**src/rtl/sram_ctrl_pkg.sv**
```systemverilog
// Shared definitions for the SRAM port arbiter.
// Holds the FSM state encoding, the default SRAM geometry and the requester IDs.
// The requester ID is also the encoding of the last-granted pointer.
package sram_ctrl_pkg;

  localparam int unsigned DEF_ADDR_W = 8;
  localparam int unsigned DEF_DATA_W = 8;

  typedef enum logic [1:0] {
    ST_IDLE    = 2'd0,
    ST_ACCESS  = 2'd1,
    ST_CAPTURE = 2'd2
  } state_e;

  localparam logic REQ_ID_A = 1'b0;
  localparam logic REQ_ID_B = 1'b1;

endpackage

```
**src/rtl/rr_arbiter2.sv**
```systemverilog
// Two-way round-robin pick, purely combinational.
// Ports:
//   req_a, req_b - request lines
//   last_gnt     - ID of the requester granted most recently
//   winner       - ID of the chosen requester (valid when any_req)
//   any_req      - at least one request pending
module rr_arbiter2
  import sram_ctrl_pkg::*;
(
  input  logic req_a,
  input  logic req_b,
  input  logic last_gnt,
  output logic winner,
  output logic any_req
);

  always_comb begin
    any_req = req_a | req_b;
    if (req_a && req_b) begin
      // On a tie the requester that did not win last time goes next.
      winner = ~last_gnt;
    end else if (req_b) begin
      winner = REQ_ID_B;
    end else begin
      winner = REQ_ID_A;
    end
  end

endmodule

```
**src/rtl/sram_port_arbiter.sv**
```systemverilog
// Two-requester round-robin controller for a single-port synchronous SRAM.
// Each command occupies the SRAM for one ACCESS cycle; reads add a CAPTURE
// cycle to bring DataOut back to the owning requester.
// Ports:
//   CLK, RST                         - clock, async active-high reset
//   REQ_x/WR_x/ADDR_x/WDATA_x        - requester command (x = A, B)
//   GNT_x                            - one-cycle accept pulse
//   RVALID_x/RDATA_x                 - read return, RDATA_x held until next read
//   SRAM_CS/WE/RD/ADDR/DIN, SRAM_DOUT - SRAM macro pins
//   BUSY                             - FSM not idle
module sram_port_arbiter
  import sram_ctrl_pkg::*;
#(
  parameter int unsigned ADDR_W  = DEF_ADDR_W,
  parameter int unsigned DATA_W  = DEF_DATA_W,
  parameter bit          RR_INIT = 1'b1
) (
  input  logic              CLK,
  input  logic              RST,
  input  logic              REQ_A,
  input  logic              WR_A,
  input  logic [ADDR_W-1:0] ADDR_A,
  input  logic [DATA_W-1:0] WDATA_A,
  output logic              GNT_A,
  output logic              RVALID_A,
  output logic [DATA_W-1:0] RDATA_A,
  input  logic              REQ_B,
  input  logic              WR_B,
  input  logic [ADDR_W-1:0] ADDR_B,
  input  logic [DATA_W-1:0] WDATA_B,
  output logic              GNT_B,
  output logic              RVALID_B,
  output logic [DATA_W-1:0] RDATA_B,
  output logic              SRAM_CS,
  output logic              SRAM_WE,
  output logic              SRAM_RD,
  output logic [ADDR_W-1:0] SRAM_ADDR,
  output logic [DATA_W-1:0] SRAM_DIN,
  input  logic [DATA_W-1:0] SRAM_DOUT,
  output logic              BUSY
);

  state_e state;
  logic   last_gnt;
  logic   cur_id;  // owner of the command in flight
  logic   cur_wr;

  logic              winner;
  logic              any_req;
  logic              win_wr;
  logic [ADDR_W-1:0] win_addr;
  logic [DATA_W-1:0] win_wdata;

  rr_arbiter2 u_arb (
    .req_a    (REQ_A),
    .req_b    (REQ_B),
    .last_gnt (last_gnt),
    .winner   (winner),
    .any_req  (any_req)
  );

  always_comb begin
    win_wr    = WR_A;
    win_addr  = ADDR_A;
    win_wdata = WDATA_A;
    if (winner == REQ_ID_B) begin
      win_wr    = WR_B;
      win_addr  = ADDR_B;
      win_wdata = WDATA_B;
    end
  end

  always_ff @(posedge CLK or posedge RST) begin
    if (RST) begin
      state     <= ST_IDLE;
      last_gnt  <= RR_INIT;
      cur_id    <= REQ_ID_A;
      cur_wr    <= 1'b0;
      GNT_A     <= 1'b0;
      GNT_B     <= 1'b0;
      RVALID_A  <= 1'b0;
      RVALID_B  <= 1'b0;
      RDATA_A   <= '0;
      RDATA_B   <= '0;
      SRAM_CS   <= 1'b0;
      SRAM_WE   <= 1'b0;
      SRAM_RD   <= 1'b0;
      SRAM_ADDR <= '0;
      SRAM_DIN  <= '0;
    end else begin
      GNT_A    <= 1'b0;
      GNT_B    <= 1'b0;
      RVALID_A <= 1'b0;
      RVALID_B <= 1'b0;
      case (state)
        ST_IDLE: begin
          if (any_req) begin
            SRAM_ADDR <= win_addr;
            SRAM_DIN  <= win_wdata;
            SRAM_CS   <= 1'b1;
            SRAM_WE   <= win_wr;
            SRAM_RD   <= ~win_wr;
            GNT_A     <= (winner == REQ_ID_A);
            GNT_B     <= (winner == REQ_ID_B);
            last_gnt  <= winner;
            cur_id    <= winner;
            cur_wr    <= win_wr;
            state     <= ST_ACCESS;
          end
        end
        ST_ACCESS: begin
          // SRAM executes on this edge; address and data stay parked.
          SRAM_CS <= 1'b0;
          SRAM_WE <= 1'b0;
          SRAM_RD <= 1'b0;
          state   <= cur_wr ? ST_IDLE : ST_CAPTURE;
        end
        ST_CAPTURE: begin
          if (cur_id == REQ_ID_B) begin
            RDATA_B  <= SRAM_DOUT;
            RVALID_B <= 1'b1;
          end else begin
            RDATA_A  <= SRAM_DOUT;
            RVALID_A <= 1'b1;
          end
          state <= ST_IDLE;
        end
        default: state <= ST_IDLE;
      endcase
    end
  end

  assign BUSY = (state != ST_IDLE);

endmodule
```
**config.mk**
```make
export PLATFORM = sky130hd
export DESIGN_NAME = sram_port_arbiter
export DESIGN_NICKNAME = d
export VERILOG_FILES = /design/src/rtl/sram_ctrl_pkg.sv /design/src/rtl/rr_arbiter2.sv /design/src/rtl/sram_port_arbiter.sv
export SDC_FILE = /design/constraint.sdc
export NUM_CORES = 1
export LEC_CHECK = 0
export BUFFER_PORTS_ARGS = -buffer_cell sky130_fd_sc_hd__buf_2
export CAP_MARGIN = 0
export CORE_UTILIZATION = 46
export DETAILED_ROUTE_END_ITERATION = 10
export GPL_TIMING_DRIVEN = 0
export PLACE_DENSITY = 0.77
export SLEW_MARGIN = 10
export SYNTH_ARGS = -nofsm -noshare
export SYNTH_HDL_FRONTEND = slang
export SYNTH_SLANG_ARGS = --single-unit
```
**constraint.sdc**
```tcl
create_clock -name CLK -period 1.4 [get_ports CLK]
set_input_delay 0.28 -clock CLK [delete_from_list [all_inputs] [get_ports CLK]]
set_output_delay 0.28 -clock CLK [all_outputs]
set_load 0.05 [all_outputs]
```
==> results.ini, run 1 <==
[worst_setup_path]
crit_family = flip-flops
worstPathCellList = clkbuf_8 -> or2_4 -> buf_8
crit_path_start = state[0]
rr_endpoint = RDATA_A[0]
cp_data_arrival_time_ns = 1.20
worstPathMaxFanout = 2
r2r_setup_slack_ns = 0
worstRegToRegCells = 4
start_kind = flip-flop
worstSetupEndpointType = output pin
path_buf_inv = 2
worstPathRequired_ns = 1.12
critPathSlowestCell = dfrtp_1
reg2reg_from = state[0]
crit_type = reg -> out
max_stage_delay_ns = 0.40

[route]
vias = 1496
wl_um = 4130
drc = 0
ant_nets = 0
drtIter0Drc = 48
avgRoutedWirePerCell_um = 13.9
vias_per_cell = 5.04
first_pass_iters = 4

[grt]
grt_pass1_vias = 1510
antenna_found_initial = 0
globalRouteTotalUtil = 0.207
grt_pass1_wl_um = 6600
grt_max_degree = 35
grt_overflow = 0

[logic_synthesis]
synth_area_leaders = dfrtp_1 (59%), mux2_2 (9.8%), mux2i_1 (8.7%), o21ai_0 (5.7%), o21ai_1 (4.1%)
ys_warn_count = 0
synth_nets = 189
synth-seq-cells = 44
ys.flop_type = dfrtp_1
ys_seq_area_frac = 0.600
syn_inst = 143
synth_edf_count = 0
async_flop_share = 1.00
ys_types = 28
synth_area_per_cell_um2 = 12.9
synth_top_area_cell = dfrtp_1
synth_area_mm2 = 0.00184
synth_top_area_share = 0.585

[worst_hold_path]
worstHoldPathType = in -> reg
min-delay-start = SRAM_DOUT[6]
whs_path_depth = 2
holdPathEnd = RDATA_B[6]

[timing]
fin_worst_skew_ns = 0.00353
hold_viol = 0
max_slew_margin = 0.832
timing.final.crit_share = 1.06
setup_ws_ns = -0.0843
setup_viol = 1
fmax_mhz = 674
tightest_slew_ns = 0.248
rsz0062_at_grt = yes
finalSetupTns_ns = -0.0843
slew_violations = 0
period_needed_ns = 1.48

[floorplanning]
die_w_um = 65.2
num_rows = 22
io_pins = 86
initial_utilization = 0.491
core_area_mm2 = 0.00374
die_h_um = 65.2
die-area_mm2 = 0.00425

[clocking]
clk_path_buf_depth = 2
cts_max_level = 2
clockRootBuffer = clkbuf_8
cts_sinks = 44
numCtsBuffers = 5
clk_latency_ns = 0.29
path_clk_slew_ns = 0.08
cts_tree = done

[pwr]
p_int_mw = 3.83
power_frac_clock = 0.125
powerDensity_mw_per_mm2 = 2830
switching_share = 0.493
power_mw = 7.54
seqPwrFrac = 0.293
power_frac_comb = 0.582
ir_worst_vdd_uv = 1540
netSwitchingPower_mw = 3.72
power_leakage_nw = 1.39

[cells_and_area]
area_growth_pct = 44.9
nets = 294
diodes = 0
layout_common_cells = buf_2 (84), dfrtp_1 (42), o21ai_1 (19)
layout_commonest_cell = buf_2
fill_cells = 275
layout-drive-gt1-share = 0.578

[flow_run]
cap_viol_max_count = 0

[placed_design]
dp_hpwl_um = 2870
port_buffers = 85
gp_congestion = 0.730

[outcome]
status = finished with violations
violations = negative setup slack

cells by family (layout without fill, tap and decap cells):
logic type | count (synthesis) | in the layout | share of synthesized area
AOI/OAI and AO/OA | 43 | 43 | 0.128
buffers and inverters | 13 | 119 | 0.0408
muxes | 33 | 33 | 0.193
DFF | 44 | 44 | 0.600
and+or+nand+nor | 10 | 10 | 0.0388
routing by layer:
layer  global-route usage  up-vias  routed length (um)
met5                    0        -                   0
met4               0.0489        0                  36
met3               0.0694        6                 257
met2                0.363       54                2080
met1                0.242      719                1760
li1                     -      717                   -
how the worst max path moves through the flow:
stage / to / cells past startpoint / slack, ns
final: BUSY / 3 / -0.08
after floorplan: GNT_A / 1 / 0.09
after global routing: BUSY / 3 / -0.12
after detailed placement: BUSY / 3 / -0.05
after global placement: SRAM_DIN[1] / 2 / -0.44
after CTS: BUSY / 3 / -0.09
cell usage after synthesis (2+ instances only):
library cell,instances
o21ai_0,21
buf_6,2
inv_1,4
mux2_2,16
dfrtp_1,43
buf_4,2
buf_2,3
o21ai_1,15
mux2i_1,16
clkbuf_1,2
a21o_1,2
metrics by stage:
| step | hold slack, ns | area (um^2) | instances | util | setup WS, ns |
|---|---|---|---|---|---|
| after floorplan | 0.399 | 1840 | 143 | - | 0.0906 |
| after global placement | 0.411 | 2320 | 276 | 0.621 | -0.439 |
| after detailed placement | 0.227 | 2340 | 277 | 0.626 | -0.0547 |
| after CTS | 0.229 | 2510 | 288 | 0.672 | -0.0859 |
| after global routing | 0.225 | 2660 | 297 | 0.711 | -0.119 |
| final | 0.233 | 2660 | 297 | 0.711 | -0.0843 |
repair_timing:
item,in CTS,in global routing
setup endpoints to repair,6,37
buffers inserted,2,8
hold endpoints to repair,10,0
cloned,0,1
hold buffers,1,0
resized for setup,12,29
pin swaps,0,1
registers in the layout (all words and copies together), names as in the netlist:
name	cells
SRAM_RD	1
cur_id	1
RVALID_A	1
RDATA_A	8
GNT_B	1
state	2
cur_wr	1
SRAM_ADDR	8
GNT_A	1
RVALID_B	1
SRAM_WE	1
RDATA_B	8
last_gnt	1
SRAM_CS	1
SRAM_DIN	8
power by group through the flow:
stage | sequential (mW) | clock, mW | combinational [mW]
CTS | 2.20 | 0.954 | 4.14
global route | 2.28 | 1.02 | 4.64
global placement | 2.20 | 0 | 3.90
finish | 2.21 | 0.941 | 4.39
floorplan | 4.10 | 0 | 1.15
detailed placement | 2.23 | 0 | 3.97
final cells by class:
| cell class | instances | area (um^2) | area share |
|---|---|---|---|
| Clock buffer | 7 | 76.3 | 0.0287 |
| Timing Repair Buffer | 98 | 552 | 0.207 |
| Buffer | 9 | 108 | 0.0404 |
| Multi-Input combinational cell | 86 | 718 | 0.270 |
| Inverter | 4 | 15.0 | 0.00564 |
| Sequential cell | 44 | 1100 | 0.414 |
| Clock inverter | 1 | 30.0 | 0.0113 |
| Tap cell | 48 | 60.1 | 0.0226 |
No activity file was read; power rests on OpenSTA's default activity.
==> run 2, diff against run 1 <==
--- a/config.mk
+++ b/config.mk
@@ -7,6 +7,8 @@
 export LEC_CHECK = 0
 export BUFFER_PORTS_ARGS = -buffer_cell sky130_fd_sc_hd__buf_2
 export CAP_MARGIN = 0
+export CORE_ASPECT_RATIO = 1.25
+export CORE_MARGIN = 1
 export CORE_UTILIZATION = 46
 export DETAILED_ROUTE_END_ITERATION = 10
 export GPL_TIMING_DRIVEN = 0
==> run 2 against run 1 <==
Effect of this change:
- the run still ends with negative setup slack left
- sequential share of layout area is 0.73 points higher
- register-to-register slack better by 0.04 ns
- non-clock buffer count is 1 lower
- clock power is 23% lower
- clock skew is 0.0055 ns higher
- sequential cell count stayed put
- via count hardly changed
- routed wire length is 6.2% lower
- fmax is 0.63% higher
- largest cell class unchanged
- largest power group unchanged
- highest routed layer unchanged
==> results.ini, run 2 (synthesized netlist as in run 1, its figures left out) <==
[pwr]
power_mw = 7.20  ; -4.5%
power_leakage_nw = 1.38  ; -1.2%
power_frac_comb = 0.592  ; +0.010
power_frac_clock = 0.101  ; -0.024
p_int_mw = 3.56  ; -7.1%
powerDensity_mw_per_mm2 = 2750  ; -2.8%
netSwitchingPower_mw = 3.65  ; -1.9%
switching_share = 0.506  ; +0.0136
ir_worst_vdd_uv = 1560  ; +1.5%
seqPwrFrac = 0.307  ; +0.014

[route]
drtIter0Drc = 29  ; -40%
first_pass_iters = 5  ; +1
vias = 1495  ; -0.067%
ant_nets = 0  ; unchanged
wl_um = 3880  ; -6.2%
vias_per_cell = 4.97  ; -1.4%
avgRoutedWirePerCell_um = 12.9  ; -7.5%
drc = 0  ; unchanged

[worst_setup_path]
worstSetupEndpointType = output pin
reg2reg_from = state[0]
worstPathRequired_ns = 1.12  ; about the same
worstRegToRegCells = 4  ; unchanged
crit_type = reg -> out
cp_data_arrival_time_ns = 1.20  ; about the same
r2r_setup_slack_ns = 0.04  ; +0.04 ns
crit_path_start = state[0]
rr_endpoint = RDATA_A[0]
worstPathMaxFanout = 2  ; unchanged
endpoint = BUSY
start_kind = flip-flop

[worst_hold_path]
min-delay-start = SRAM_DOUT[4]
worstHoldPathType = in -> reg

[grt]
globalRouteTotalUtil = 0.195  ; -0.0115
grt_pass1_vias = 1361  ; -9.9%
grt_max_degree = 27  ; -23%
antenna_found_initial = 0  ; unchanged
grt_overflow = 0  ; unchanged
grt_pass1_wl_um = 6090  ; -7.7%

[flow_run]
cap_viol_max_count = 0  ; unchanged

[timing]
setup_ws_ns = -0.0751  ; +0.00923 ns
fin_worst_skew_ns = 0.00898  ; +0.00545 ns
tightest_slew_ns = 0.403  ; +0.156 ns
period_needed_ns = 1.48  ; -0.00923 ns
setup_viol = 1  ; unchanged
rsz0062_at_grt = yes
slew_violations = 0  ; unchanged
fmax_mhz = 678  ; +0.63%
timing.final.crit_share = 1.05  ; -0.00659
hold_viol = 0  ; unchanged
max_slew_margin = 0.731  ; -0.101

[cells_and_area]
multi_input_area_um2 = 697  ; -3.0%
diodes = 0  ; unchanged
area_growth_pct = 42.3
layout-drive-gt1-share = 0.563  ; -0.0156
postLayoutCoreUtil = 0.686  ; -0.0257
layout_commonest_cell = buf_2
ff_latch_area_mm2 = 0.00110  ; unchanged
fill_cells = 339  ; +23%
nets = 293  ; -0.34%
layout_common_cells = buf_2 (85), dfrtp_1 (42), o21ai_1 (23)

[floorplanning]
core_area_mm2 = 0.00382  ; +1.9%
die_w_um = 58.5  ; -10%
initial_utilization = 0.482  ; -0.00934
num_rows = 25  ; +14%
die_h_um = 72.7  ; +11%
io_pins = 86  ; unchanged
die-area_mm2 = 0.00425  ; about the same

[clocking]
cts_max_level = 2  ; unchanged
numCtsBuffers = 5  ; unchanged
cts_tree = done
path_clk_slew_ns = 0.08  ; about the same
clockRootBuffer = clkbuf_8
clk_latency_ns = 0.29  ; about the same
clk_path_buf_depth = 2  ; unchanged
cts_sinks = 44  ; unchanged

[outcome]
violations = negative setup slack
status = finished with violations

[placed_design]
dp_hpwl_um = 2830  ; -1.6%
gp_congestion = 0.787  ; +7.8%
port_buffers = 85  ; unchanged

-- run 2: critical path, cell delays in order, from the launching register on --
cell      delay (ns)
dfrtp_1         0.39
clkbuf_8        0.13
or2_4           0.23
buf_8           0.15
-- run 2: cell type report --
type | instances | area share
flip-flops and latches | 44 | 0.422
multi-input cells | 86 | 0.266
repair buffers | 97 | 0.213
plain buffers | 9 | 0.0373
clock buffers | 6 | 0.0277
well taps | 54 | 0.0258
inverters | 4 | 0.00574
clock inverters | 1 | 0.00191
-- run 2: power groups by stage --
| stage | sequential, mW | clock, mW | combinational [mW] |
|---|---|---|---|
| 4_1_cts | 2.20 | 0.754 | 4.11 |
| 3_5_place_dp | 2.23 | 0 | 3.95 |
| 2_1_floorplan | 4.10 | 0 | 1.15 |
| 6_report | 2.21 | 0.725 | 4.27 |
| 3_3_place_gp | 2.20 | 0 | 3.89 |
| 5_1_grt | 2.28 | 0.819 | 4.51 |
-- run 2: timing repair --
| item | CTS | global route |
|---|---|---|
| cloned | 0 | 2 |
| setup buffers | 2 | 6 |
| setup endpoints to repair | 8 | 32 |
| hold buffers | 1 | 0 |
| resized for setup | 9 | 26 |
| endpoints found under the hold margin | 18 | 0 |
-- run 2: worst min-delay path by stage --
| stage | to | slack [ns] | cells past startpoint |
|---|---|---|---|
| finish | RDATA_B[4] | 0.23 | 2 |
| global route | RDATA_B[2] | 0.22 | 2 |
| CTS | RDATA_B[4] | 0.22 | 2 |
| detailed placement | RDATA_A[3] | 0.29 | 2 |
| global placement | state[1] | 0.41 | 1 |
| floorplan | state[1] | 0.40 | 1 |
-- run 2: metrics by stage --
step	cell area [um^2]	TNS, ns	worst slack, ns	hold slack, ns	instances
2_1_floorplan	1840	0	0.0906	0.399	143
3_3_place_gp	2330	-19.05	-0.440	0.408	282
3_5_place_dp	2350	-0.115	-0.0722	0.294	283
4_1_cts	2480	-0.0747	-0.0747	0.221	293
5_1_grt	2620	-0.186	-0.123	0.217	301
6_report	2620	-0.0751	-0.0751	0.231	301
-- run 2: routing by layer --
layer	up-vias	share of wire	GRT usage	routed length [um]
met4	0	0.017	0.0873	65
met5	-	0	0	0
met3	5	0.065	0.0621	252
li1	709	-	-	-
met1	717	0.40	0.224	1550
met2	64	0.52	0.332	2010
==> run 3, diff against run 2 <==
--- a/config.mk
+++ b/config.mk
@@ -13,6 +13,7 @@
 export DETAILED_ROUTE_END_ITERATION = 10
 export GPL_TIMING_DRIVEN = 0
 export PLACE_DENSITY = 0.77
+export RECOVER_POWER = 50
 export SLEW_MARGIN = 10
 export SYNTH_ARGS = -nofsm -noshare
 export SYNTH_HDL_FRONTEND = slang
==> run 3 against run 2 <==
Effect of this change:
- utilization unchanged
- total power barely moved
- sequential cell count stayed put
- final cell count is the same
- fmax about the same
- the run still ends with negative setup slack left
- largest power group unchanged
- final area unchanged
- first-iteration DRC count decreased by 6.9%
- highest routed layer unchanged
- non-clock buffer count unchanged
- via count rose by 0.13%
==> results.ini, run 3 (synthesized netlist as in run 1, its figures left out) <==
[outcome]
status = finished with violations
violations = negative setup slack

[cells_and_area]
final_area_mm2 = 0.00262  ; unchanged
layout_commonest_cell = buf_2
fill_cells = 339  ; unchanged
finalNonFillerCells = 301  ; unchanged
nets = 293  ; unchanged
area_growth_pct = 42.3  ; unchanged
layout-drive-gt1-share = 0.559  ; -0.00405
layout_common_cells = buf_2 (74), dfrtp_1 (42), o21ai_1 (23)
diodes = 0  ; unchanged
postLayoutCoreUtil = 0.686  ; unchanged

[worst_setup_path]
cp_data_arrival_time_ns = 1.20  ; about the same
start_kind = flip-flop
worstPathMaxFanout = 2  ; unchanged
worstPathRequired_ns = 1.12  ; about the same
crit_type = reg -> out
worstSetupEndpointType = output pin

[clocking]
clk_path_buf_depth = 2  ; unchanged
cts_tree = done
cts_max_level = 2  ; unchanged
cts_sinks = 44  ; unchanged
numCtsBuffers = 5  ; unchanged
clk_latency_ns = 0.29  ; about the same
path_clk_slew_ns = 0.08  ; about the same
clockRootBuffer = clkbuf_8

[floorplanning]
io_pins = 86  ; unchanged
die-area_mm2 = 0.00425  ; unchanged
num_rows = 25  ; unchanged
die_w_um = 58.5  ; unchanged
die_h_um = 72.7  ; unchanged
initial_utilization = 0.482  ; unchanged
core_area_mm2 = 0.00382  ; unchanged

[pwr]
power_frac_clock = 0.101  ; about the same
powerDensity_mw_per_mm2 = 2750  ; about the same
power_mw = 7.20  ; about the same
power_leakage_nw = 1.37  ; -0.14%
seqPwrFrac = 0.308  ; about the same
switching_share = 0.507  ; +0.000853
ir_worst_vdd_uv = 1560  ; -0.11%
netSwitchingPower_mw = 3.65  ; +0.17%
power_frac_comb = 0.591  ; about the same
p_int_mw = 3.55  ; -0.17%

[flow_run]
cap_viol_max_count = 0  ; unchanged

[timing]
hold_ws_ns = 0.231  ; -0.000439 ns
fmax_mhz = 678  ; about the same
hold_viol = 0  ; unchanged
fin_worst_skew_ns = 0.00926  ; +0.000280 ns
slew_violations = 0  ; unchanged
max_slew_margin = 0.517  ; -0.214
setup_viol = 1  ; unchanged
period_needed_ns = 1.48  ; -0.0000873 ns
finalSetupTns_ns = -0.0750  ; +0.0000873 ns
timing.final.crit_share = 1.05  ; about the same
tightest_slew_ns = 0.724  ; +0.321 ns
rsz0062_at_grt = yes
setup_ws_ns = -0.0750  ; +0.0000873 ns

[grt]
grt_pass1_wl_um = 6090  ; unchanged
grt_overflow = 0  ; unchanged
grt_max_degree = 27  ; unchanged
globalRouteTotalUtil = 0.195  ; unchanged
grt_pass1_vias = 1361  ; unchanged
antenna_found_initial = 0  ; unchanged

[placed_design]
port_buffers = 85  ; unchanged
post-place-ws_ns = -0.0722  ; unchanged
dp_hpwl_um = 2830  ; unchanged
gp_congestion = 0.787  ; unchanged
placedCellCount = 283  ; unchanged
post_dp_cell_area_mm2 = 0.00235  ; unchanged

[route]
vias = 1497  ; +0.13%
drtIter0Drc = 27  ; -6.9%
vias_per_cell = 4.97  ; +0.13%
avgRoutedWirePerCell_um = 12.9  ; +0.34%
ant_nets = 0  ; unchanged
drc = 0  ; unchanged
first_pass_iters = 5  ; unchanged
wl_um = 3890  ; +0.34%

[worst_hold_path]
worstHoldPathType = in -> reg

run 3: area by class of cell:
cell class	count	area, um^2	area share
plain buffers	9	97.6	0.0373
clock buffers	6	72.6	0.0277
clock inverters	1	5.00	0.00191
inverters	4	15.0	0.00574
multi-input cells	86	697	0.266
flip-flops and latches	44	1100	0.422
well taps	54	67.6	0.0258
repair buffers	97	558	0.213
run 3: repair_timing:
item,CTS,global route
cloned,0,2
pin swaps,0,0
setup endpoints to repair,8,32
hold endpoints to repair,18,0
hold buffers,1,0
gates resized for setup,9,26
setup buffers,2,6
run 3: final timing paths:
path | from | to | slack [ns] | cells past startpoint
setup / recovery | state[0] | BUSY | -0.08 | 3
hold / removal | SRAM_DOUT[4] | RDATA_B[4] | 0.23 | 2
setup reg to reg | state[0] | RDATA_A[0] | 0.04 | 4
hold reg to reg | cur_wr | state[1] | 0.43 | 1
max in group asynchronous | RST | last_gnt | 0.09 | 4
min in group asynchronous | RST | RDATA_A[5] | 0.65 | 3
run 3: power groups by stage:
stage / Clock, mW / Combinational, mW / Sequential [mW]
2_1_floorplan: 0 / 1.15 / 4.10
4_1_cts: 0.754 / 4.11 / 2.20
3_5_place_dp: 0 / 3.95 / 2.23
3_3_place_gp: 0 / 3.89 / 2.20
5_1_grt: 0.819 / 4.50 / 2.29
6_report: 0.726 / 4.26 / 2.22
run 3: critical path, cell delays in order, from the launching register on:
cell and delay [ns]:
dfrtp_1 0.39, clkbuf_8 0.13, or2_4 0.23, buf_8 0.15
run 3: per-layer routing:
metal,vias to the layer above,track usage,share of wire
met3,5,0.0621,0.062
met5,-,0,0
met1,723,0.224,0.40
met4,0,0.0873,0.017
li1,709,-,-
met2,60,0.332,0.52
